`src/rtl/alu_program_sequencer_if.sv`:
```
// ---------------------------------------------------------------------------
// alu_program_sequencer_if
//
// Host-facing bus of the ALU program sequencer: a command channel used to
// load (opcode, operand) entries, and a result channel returning one captured
// ALU result per executed entry.
//
// Signals:
//   cmd_valid / cmd_ready      command handshake (host -> sequencer)
//   cmd_opcode  [3:0]          ALU opcode of the command
//   cmd_operand [DATA_W-1:0]   operand of the command
//   res_valid / res_ready      result handshake (sequencer -> host)
//   res_data    [RES_W-1:0]    captured ALU output
//   res_error   [1:0]          captured ALU error
//   res_index   [IDX_W-1:0]    program index the result belongs to
//
// Modports: master = host side, slave = sequencer side.
// ---------------------------------------------------------------------------
interface alu_program_sequencer_if #(
  parameter int DEPTH  = 8,
  parameter int DATA_W = 32,
  parameter int RES_W  = 64
);
  localparam int IDX_W = $clog2(DEPTH);

  logic              cmd_valid;
  logic              cmd_ready;
  logic [3:0]        cmd_opcode;
  logic [DATA_W-1:0] cmd_operand;

  logic              res_valid;
  logic              res_ready;
  logic [RES_W-1:0]  res_data;
  logic [1:0]        res_error;
  logic [IDX_W-1:0]  res_index;

  modport master (
    output cmd_valid, cmd_opcode, cmd_operand, res_ready,
    input  cmd_ready, res_valid, res_data, res_error, res_index
  );

  modport slave (
    input  cmd_valid, cmd_opcode, cmd_operand, res_ready,
    output cmd_ready, res_valid, res_data, res_error, res_index
  );
endinterface

```
`src/rtl/alu_program_sequencer.sv`:
```
// ---------------------------------------------------------------------------
// alu_program_sequencer
//
// Initiator-side driver for the accumulator ALU breadboard. A host loads a
// short program of (opcode, operand) commands; on start the entries are
// issued one per ISSUE cycle on the ALU lines, and the ALU output/error seen
// on that cycle's closing edge is returned to the host over the result
// channel together with the entry index.
//
// Ports:
//   clock          system clock, rising edge
//   reset          asynchronous, active-low reset
//   bus            alu_program_sequencer_if.slave (command + result channels)
//   start          begin executing the loaded program (IDLE only)
//   busy           high in every state except IDLE
//   alu_opcode     opcode to the ALU (NOOP 0000 outside ISSUE)
//   alu_input      operand to the ALU (0 outside ISSUE)
//   alu_output     ALU output1
//   alu_error      ALU error
//   done           one-cycle pulse at end of program
//   aborted        program ended early; meaningful while done is high
//
// Optional feature (macro SEQ_HALT_ON_ERR_EN): when defined, a result with a
// non-zero error ends the program at its handshake and flags aborted.
// ---------------------------------------------------------------------------
module alu_program_sequencer #(
  parameter int DEPTH  = 8,
  parameter int DATA_W = 32,
  parameter int RES_W  = 64
) (
  input  logic                    clock,
  input  logic                    reset,
  alu_program_sequencer_if.slave  bus,
  input  logic                    start,
  output logic                    busy,
  output logic [3:0]              alu_opcode,
  output logic [DATA_W-1:0]       alu_input,
  input  logic [RES_W-1:0]        alu_output,
  input  logic [1:0]              alu_error,
  output logic                    done,
  output logic                    aborted
);
  localparam int IDX_W = $clog2(DEPTH);
  localparam logic [IDX_W:0] FULL = (IDX_W+1)'(DEPTH);

  typedef enum logic [1:0] {IDLE, ISSUE, REPORT, DONE} state_t;

  state_t state, state_next;

  logic [3:0]        prog_opcode  [DEPTH];
  logic [DATA_W-1:0] prog_operand [DEPTH];

  logic [IDX_W:0]    count;
  logic [IDX_W-1:0]  ptr;
  logic [RES_W-1:0]  res_data_q;
  logic [1:0]        res_error_q;
  logic [IDX_W-1:0]  res_index_q;
  logic              abort_q;

  logic              cmd_accept;
  logic [IDX_W:0]    count_m1;
  logic              last_entry;
  logic              halt;
  logic              finish;

  // Ready is gated by reset directly so it reads 0 while reset is held,
  // even though the registered state already looks like an empty IDLE.
  assign bus.cmd_ready = reset && (state == IDLE) && (count != FULL);
  assign cmd_accept    = bus.cmd_valid && bus.cmd_ready;

  assign count_m1   = count - 1'b1;
  assign last_entry = ({1'b0, ptr} == count_m1);

`ifdef SEQ_HALT_ON_ERR_EN
  assign halt = (res_error_q != 2'b00);
`else
  assign halt = 1'b0;
`endif

  assign finish = last_entry || halt;

  assign busy          = (state != IDLE);
  assign done          = (state == DONE);
  assign aborted       = done && abort_q;
  assign bus.res_valid = (state == REPORT);
  assign bus.res_data  = res_data_q;
  assign bus.res_error = res_error_q;
  assign bus.res_index = res_index_q;

  // State register.
  always_ff @(posedge clock or negedge reset) begin
    if (!reset) state <= IDLE;
    else        state <= state_next;
  end

  // Next state and ALU drive. The ALU only sees a real command during ISSUE;
  // every other state presents NOOP so the accumulator holds.
  always_comb begin
    state_next = state;
    alu_opcode = 4'b0000;
    alu_input  = '0;
    case (state)
      IDLE: begin
        // A command accepted in the same cycle as start counts as loaded.
        if (start && ((count != '0) || cmd_accept)) state_next = ISSUE;
      end
      ISSUE: begin
        alu_opcode = prog_opcode[ptr];
        alu_input  = prog_operand[ptr];
        state_next = REPORT;
      end
      REPORT: begin
        if (bus.res_ready) state_next = finish ? DONE : ISSUE;
      end
      DONE:    state_next = IDLE;
      default: state_next = IDLE;
    endcase
  end

  // Program storage. Entries are never cleared; count alone defines validity.
  always_ff @(posedge clock) begin
    if (cmd_accept) begin
      prog_opcode[count[IDX_W-1:0]]  <= bus.cmd_opcode;
      prog_operand[count[IDX_W-1:0]] <= bus.cmd_operand;
    end
  end

  // Control counters and result capture. The result is sampled on the edge
  // that closes ISSUE, which is the edge the ALU accumulator updates on.
  always_ff @(posedge clock or negedge reset) begin
    if (!reset) begin
      count       <= '0;
      ptr         <= '0;
      res_data_q  <= '0;
      res_error_q <= 2'b00;
      res_index_q <= '0;
      abort_q     <= 1'b0;
    end else begin
      case (state)
        IDLE: begin
          if (cmd_accept) count <= count + 1'b1;
          ptr <= '0;
        end
        ISSUE: begin
          res_data_q  <= alu_output;
          res_error_q <= alu_error;
          res_index_q <= ptr;
        end
        REPORT: begin
          if (bus.res_ready) begin
            if (finish) abort_q <= halt;
            else        ptr     <= ptr + 1'b1;
          end
        end
        DONE: begin
          count <= '0;
          ptr   <= '0;
        end
        default: ;
      endcase
    end
  end
endmodule

```
`src/flat_wrapper.sv`:
```
// flat-port wrapper written by rule: the top's interface ports become plain ports
module alu_program_sequencer_flat 
#(
  parameter int DEPTH  = 8,
  parameter int DATA_W = 32,
  parameter int RES_W  = 64
)
  (clock, reset, start, busy, alu_opcode, alu_input, alu_output, alu_error, done, aborted, bus_cmd_valid, bus_cmd_opcode, bus_cmd_operand, bus_res_ready, bus_cmd_ready, bus_res_valid, bus_res_data, bus_res_error, bus_res_index);
  alu_program_sequencer_if #(.DEPTH(DEPTH), .DATA_W(DATA_W), .RES_W(RES_W)) bus_i ();
  input  logic clock;
  input  logic reset;
  input  logic start;
  output logic busy;
  output logic [3:0] alu_opcode;
  output logic [DATA_W-1:0] alu_input;
  input  logic [RES_W-1:0] alu_output;
  input  logic [1:0] alu_error;
  output logic done;
  output logic aborted;
  input wire logic [$bits(bus_i.cmd_valid)-1:0] bus_cmd_valid;
  input wire logic [$bits(bus_i.cmd_opcode)-1:0] bus_cmd_opcode;
  input wire logic [$bits(bus_i.cmd_operand)-1:0] bus_cmd_operand;
  input wire logic [$bits(bus_i.res_ready)-1:0] bus_res_ready;
  output wire logic [$bits(bus_i.cmd_ready)-1:0] bus_cmd_ready;
  output wire logic [$bits(bus_i.res_valid)-1:0] bus_res_valid;
  output wire logic [$bits(bus_i.res_data)-1:0] bus_res_data;
  output wire logic [$bits(bus_i.res_error)-1:0] bus_res_error;
  output wire logic [$bits(bus_i.res_index)-1:0] bus_res_index;
  assign bus_i.cmd_valid = bus_cmd_valid;
  assign bus_i.cmd_opcode = bus_cmd_opcode;
  assign bus_i.cmd_operand = bus_cmd_operand;
  assign bus_i.res_ready = bus_res_ready;
  assign bus_cmd_ready = bus_i.cmd_ready;
  assign bus_res_valid = bus_i.res_valid;
  assign bus_res_data = bus_i.res_data;
  assign bus_res_error = bus_i.res_error;
  assign bus_res_index = bus_i.res_index;
  alu_program_sequencer #(.DEPTH(DEPTH), .DATA_W(DATA_W), .RES_W(RES_W)) u_core (.clock(clock), .reset(reset), .bus(bus_i), .start(start), .busy(busy), .alu_opcode(alu_opcode), .alu_input(alu_input), .alu_output(alu_output), .alu_error(alu_error), .done(done), .aborted(aborted));
endmodule
```
`config.mk`:
```
export PLATFORM = sky130hd
export DESIGN_NAME = alu_program_sequencer_flat
export DESIGN_NICKNAME = d
export VERILOG_FILES = /design/src/rtl/alu_program_sequencer_if.sv /design/src/rtl/alu_program_sequencer.sv /design/src/flat_wrapper.sv
export SDC_FILE = /design/constraint.sdc
export NUM_CORES = 1
export LEC_CHECK = 0
export ABC_AREA = 1
export BUFFER_PORTS_ARGS = -buffer_cell sky130_fd_sc_hd__buf_2
export CAP_MARGIN = 10
export CORE_MARGIN = 2
export CORE_UTILIZATION = 49
export DETAILED_ROUTE_END_ITERATION = 8
export PLACE_DENSITY_LB_ADDON = 0.12
export SLEW_MARGIN = 20
export SYNTH_ARGS = -nofsm -noshare
export SYNTH_HDL_FRONTEND = slang
export SYNTH_SLANG_ARGS = --single-unit
```
`constraint.sdc`:
```
create_clock -name clock -period 10.84 [get_ports clock]
set_clock_uncertainty 0.2 [all_clocks]
set_input_delay 0.542 -clock clock [delete_from_list [all_inputs] [get_ports clock]]
set_output_delay 0.542 -clock clock [all_outputs]
set_load 0.05 [all_outputs]
```
## Word-level counts from Yosys, hierarchy flattened

Memory sizes are Yosys's and may differ from the RTL's.
Index checks and enable logic that the tools add are counted.
W data, S select, Z words.

| word-level totals | value |
|---|---|
| register bits | 78 |
| output and inout bits | 110 |
| memories kept | 2 |
| logic and storage cells | 47 |
| memory bits (writable) | 288 |

Memories:

| name | words | width | read ports | clocked after Yosys merged registers in | write ports | RTL line | RTL |
|---|---|---|---|---|---|---|---|
| u_core.prog_operand | 8 | 32 | 1 | 0 | 1 | alu_program_sequencer.sv:51 | `logic [DATA_W-1:0] prog_operand [DEPTH];` |
| u_core.prog_opcode | 8 | 4 | 1 | 0 | 1 | alu_program_sequencer.sv:50 | `logic [3:0] prog_opcode [DEPTH];` |

| operators by class | value |
|---|---|
| equal/unequal tests | 9 |
| reduce and logical (&&, ||, !) cells | 14 |
| $add $sub $neg | 3 |
| muxes and demuxes | 13 |

Operators by type and width:

| operator | number |
|---|---|
| $mux W32 | 1 |
| $mux W4 | 2 |
| $pmux W2 S4 | 1 |
| $pmux W4 S2 | 1 |
| $mux W2 | 3 |
| $mux W3 | 2 |
| $ne A2 B2 Y1 const B | 3 |
| $pmux W3 S2 | 1 |
| $reduce_bool A2 Y1 | 3 |
| $add A4 B1 Y4 const B | 1 |
| $eq A2 B2 Y1 const B | 2 |
| $eq A3 B4 Y1 | 1 |
| $logic_and A1 B1 Y1 | 4 |
| $ne A4 B4 Y1 const B | 1 |
| $reduce_and A2 Y1 | 2 |
| $reduce_bool A4 Y1 | 1 |
| $sub A4 B1 Y4 const B | 1 |
| $add A3 B1 Y3 const B | 1 |
| $reduce_and A3 Y1 | 1 |
| $eq A2 B1 Y1 const B | 1 |
| $logic_not A2 Y1 | 1 |
| $mux W1 | 2 |
| $ne A2 B1 Y1 const B | 1 |
| $reduce_or A2 Y1 | 1 |
| $logic_or A1 B1 Y1 | 1 |

## Depth between registers and ports, before layout

| depth | value |
|---|---|
| depth in word-level cells | 8 |
| gate-level depth with buffers | 11 |
| mapped depth without buffers | 11 |

## Worst setup path before layout

Ideal clock, no wire load.

| path | value |
|---|---|
| path kind | reg2reg |
| start | reg u_core.state[1] |
| end | mem u_core.prog_opcode[1][0] (enable) |
| data required time | 10.121 ns |
| slack | 5.605 ns |
| arrival time | 4.516 ns |
| path buffers | 0 |
| stages on the path, launching flop included | 7 |
| setup time | 0.519 ns |
| cells stage by stage | dfrtp_1 > inv_1 > ha_1 > nand2_1 > inv_1 > nand3_2 > nor4_1 |

| on the way | value |
|---|---|
| cells in the longest elaborated chain, start to end | 6 |

RTL lines:

| item | RTL line | RTL |
|---|---|---|
| start, declared | alu_program_sequencer.sv:48 | `state_t state, state_next;` |
| start signal, assigned | alu_program_sequencer.sv:93 | `else state <= state_next;` |
| $logic_not A2 Y1 | alu_program_sequencer.sv:68 | `assign bus.cmd_ready = reset && (state == IDLE) && (count != FULL);` |
| $logic_and A1 B1 Y1 (2 in a row) | alu_program_sequencer.sv:68 |  |
| $logic_and A1 B1 Y1 | alu_program_sequencer.sv:69 | `assign cmd_accept = bus.cmd_valid && bus.cmd_ready;` |
| $mux W1 | alu_program_sequencer.sv:122 | `if (cmd_accept) begin` |
| $mux W1 (implied by the code) | alu_program_sequencer.sv:123 | `prog_opcode[count[IDX_W-1:0]] <= bus.cmd_opcode;` |
| end, declared | alu_program_sequencer.sv:50 |  |

No other way between the ends.

## Worst setup path after layout

| path | value |
|---|---|
| start | reg u_core.ptr[0] |
| end | out alu_input[28] |

| on the way | value |
|---|---|
| cells in the longest elaborated chain, start to end | 2 |

RTL lines:

| item | RTL line | RTL |
|---|---|---|
| start, declared | alu_program_sequencer.sv:54 | `logic [IDX_W-1:0] ptr;` |
| start signal, assigned | alu_program_sequencer.sv:152 | `else ptr <= ptr + 1'b1;` |
| $mem_v2 Z8 W32 | -- |  |
| $mux W32 | alu_program_sequencer.sv:102 | `case (state)` |
| end, declared | flat_wrapper.sv:15 | `output logic [DATA_W-1:0] alu_input;` |

No other way between the ends.

==> run summary <==
=====================================================================================
Outcome ................................................................    completed
Worst min-delay path class ............................................. input port to flop
Unique masters post-synth ..............................................           32
Dominant register cell in the synthesized netlist ......................     edfxtp_1
Register bit total from synthesis ......................................          366
Initial antenna violation count ........................................            2
Min cycle time layout ..................................................     4.739 ns
Worst endpoint required time ...........................................     10.10 ns
Global route hottest layer .............................................         met2
Number of synthesized flops with an enable pin .........................          288
Post-Synthesis Net Count ...............................................         1199
RSZ-0062 raised after global routing ...................................           no
Crit share post-route ..................................................       43.72%
Share of flip-flops with an asynchronous set or reset ..................       21.31%
CTS root buf ...........................................................    clkbuf_16
Post-Synthesis Cells ...................................................         1083
Reg-to-reg startpoint .................................................. u_core.ptr[0]
Area of the die ........................................................ 0.03131 mm^2
Startpoint of the tightest hold check path ............................. alu_output[28]
Pin count of the biggest net entering global routing ...................          105
Initial Utilization ....................................................       49.58%
Sink of the worst hold path ............................................ u_core.bus.res_data[28]
Max-cap check violation count ..........................................            0
I/O pin count ..........................................................          217
Total power per unit cell area ......................................... 296.1 mW/mm^2
Per-cell routed wire length ............................................     19.09 um
Die X-Extent ...........................................................     177.0 um
Maximum clock frequency ................................................    211.0 MHz
Global-route track usage on met2 .......................................       35.04%
Count of antenna-violating nets left after detailed routing ............            0
Pin slew with the least headroom to its limit ..........................     1.098 ns
Router iterations before antenna repair ................................            5
Share of post-route cells with drive strength above 1 ..................       27.88%
Total congestion overflow ..............................................            0
Depth of the worst hold-timing path ....................................            2
Routed wire length .....................................................     32550 um
Weighted congestion at the end of routability-driven global placement ..       0.7440
Worst-case reg-to-reg path depth .......................................            3
Clock buffers created by TritonCTS .....................................           38
Worst setup slack after placement ......................................     6.642 ns
Worst endpoint data arrival time .......................................      4.00 ns
Growth of design area from synthesis to finish .........................       17.73%
Mean area per synthesized cell .........................................   13.53 um^2
GR Layer Usage met3 ....................................................       5.777%
Largest driver fanout on the critical path .............................           85
Count of warnings emitted by yosys .....................................            0
Layout net count .......................................................         1401
Global-route met1 utilization ..........................................       27.14%
Top library cells by usage in the layout, fill and taps aside .......... edfxtp_1, buf_2, nor2_1
Port bufs ..............................................................          215
Final critical-path setup slack ........................................     6.101 ns
Setup repair bufs after CTS ............................................            0
Worst-path clk slew ....................................................      0.06 ns
Cell area after technology mapping ..................................... 0.01466 mm^2
DR vias/cell ...........................................................        5.414
Leakage ................................................................     6.589 nW
Flop-to-flop setup slack ...............................................      7.69 ns
GRT Util Overall .......................................................       20.99%
Detailed-route DRC error count .........................................            0
Violation count after the first detailed-routing iteration .............          633
Hold Violations, Final .................................................            0
Cts repair resizes .....................................................            0
Maximum buffer depth of the clock tree .................................            3
Number of sinks driven by the clock tree ...............................          366
Setup crit start kind ..................................................         flop
Die outline height .....................................................     177.0 um
Endpoint class of the critical path ....................................   output pin
Critical register-to-register path endpoint ............................ u_core.bus.res_index[0]
Endpoints failing setup ................................................            0
Max-slew violation count ...............................................            0
Rel. slew slack ........................................................       26.80%
Most frequent standard cell in the layout excluding fill and tap cells .     edfxtp_1
Clock insertion delay at the later pin of the skew report ..............      0.52 ns
TritonCTS clock tree ...................................................        built
Maximum vdd ir drop ....................................................    0.2244 mV
Setup tns final ........................................................         0 ns
Hold Slack .............................................................   0.04294 ns
Core region area ....................................................... 0.02956 mm^2
Via count of the first global-routing pass .............................         9393
Overall via count from detail_route ....................................         9231
Total number of H-tree levels ..........................................            2
Sequential area share after synthesis ..................................       72.32%
Crit Path Category ..................................................... flop to output pin
Placed wire-length estimate after detailed placement ...................     17780 um
Number of rows created at floorplan ....................................           63
Global-route wire length before repair .................................     50980 um
=====================================================================================
## final cells by class
type	instances	area [um^2]
Fill cell	2457	12300
Sequential cell	366	10610
Multi-Input combinational cell	632	3664
Timing Repair Buffer	231	1221
Clock buffer	56	1080
Tap cell	390	488.0
Clock inverter	12	127.6
Inverter	16	61.31
Antenna cell	2	5.005
## registers in the layout (all words and copies together) (netlist names)
| signal | count |
|---|---|
| u_core.ptr | 3 |
| u_core.prog_operand | 256 |
| u_core.bus.res_data | 64 |
| u_core.prog_opcode | 32 |
| u_core.count | 4 |
| u_core.bus.res_index | 3 |
| u_core.state | 2 |
| u_core.bus.res_error | 2 |
## synth_stat cells (all sizes together) (3+ instances only)
master,number,area [um^2]
edfxtp,288,8648
nor2,160,600.6
o21ai,147,739.5
nand3,81,415.4
dfrtp,78,1952
nand2,76,285.3
mux2,67,754.5
buf,39,272.8
mux2i,36,360.4
o22ai,36,225.2
clkbuf,30,116.4
inv,16,60.06
ha,9,112.6
nor3,6,30.03
a21oi,5,25.02
nand4,3,18.77
## worst max-delay path, stage by stage, from the launching register on
cell,delay (ns)
dfrtp_4,1.10
clkinv_2,0.91
buf_4,0.60
o21ai_0,0.29
o21ai_0,0.12
nand3_1,0.08
nand2_1,0.09
buf_2,0.22
## stage by stage
step                total power, mW  cell area (um^2)  cells  utilization, %
CTS                           5.147             17220   1702           58.26
finish                        5.109             17260   1705           58.37
global placement              3.859             16010   1633           54.15
global route                  5.361             17250   1703           58.36
detailed placement            3.877             16010   1633           54.15
floorplan                     3.420             14660   1083               -
## layer usage
metal	vias up	share of wire (%)
met2	324	48
met4	4	1.8
li1	4348	-
met1	4505	42
met5	-	0.074
met3	50	8.0
## logic make-up (layout without fill, tap and decap cells)
logic type,count (synthesis),after routing,share of synthesized area [%]
DFF,366,366,72.32
and+or+nand+nor,329,329,9.348
AOI/OAI and AO/OA,189,189,6.804
muxes,103,103,7.606
buffers and inverters,85,315,3.065
adders and majority gates,9,9,0.7683
other,1,3,0.02559
xor gates and xnor gates,1,1,0.05977
## how the worst max path moves through the flow
stage | endpoint | from
2_1_floorplan | u_core.prog_opcode[1][0] | u_core.state[1]
3_3_place_gp | alu_input[30] | u_core.ptr[0]
3_5_place_dp | alu_input[12] | u_core.ptr[0]
4_1_cts | alu_opcode[2] | u_core.ptr[0]
5_1_grt | alu_input[28] | u_core.ptr[0]
6_report | alu_input[28] | u_core.ptr[0]
## power breakdown
| group | switching (mW) | internal, mW |
|---|---|---|
| clock | 0.522 | 0.740 |
| sequential | 0.185 | 1.71 |
| combinational | 1.41 | 0.542 |
| total | 2.11 | 2.99 |
## repair_timing
item | CTS | global route
hold endpoints to repair | 30 | 0
setup endpoints to repair | 0 | 0
hold buffers | 1 | 0
Note: power is estimated with default switching activity, not from simulation.
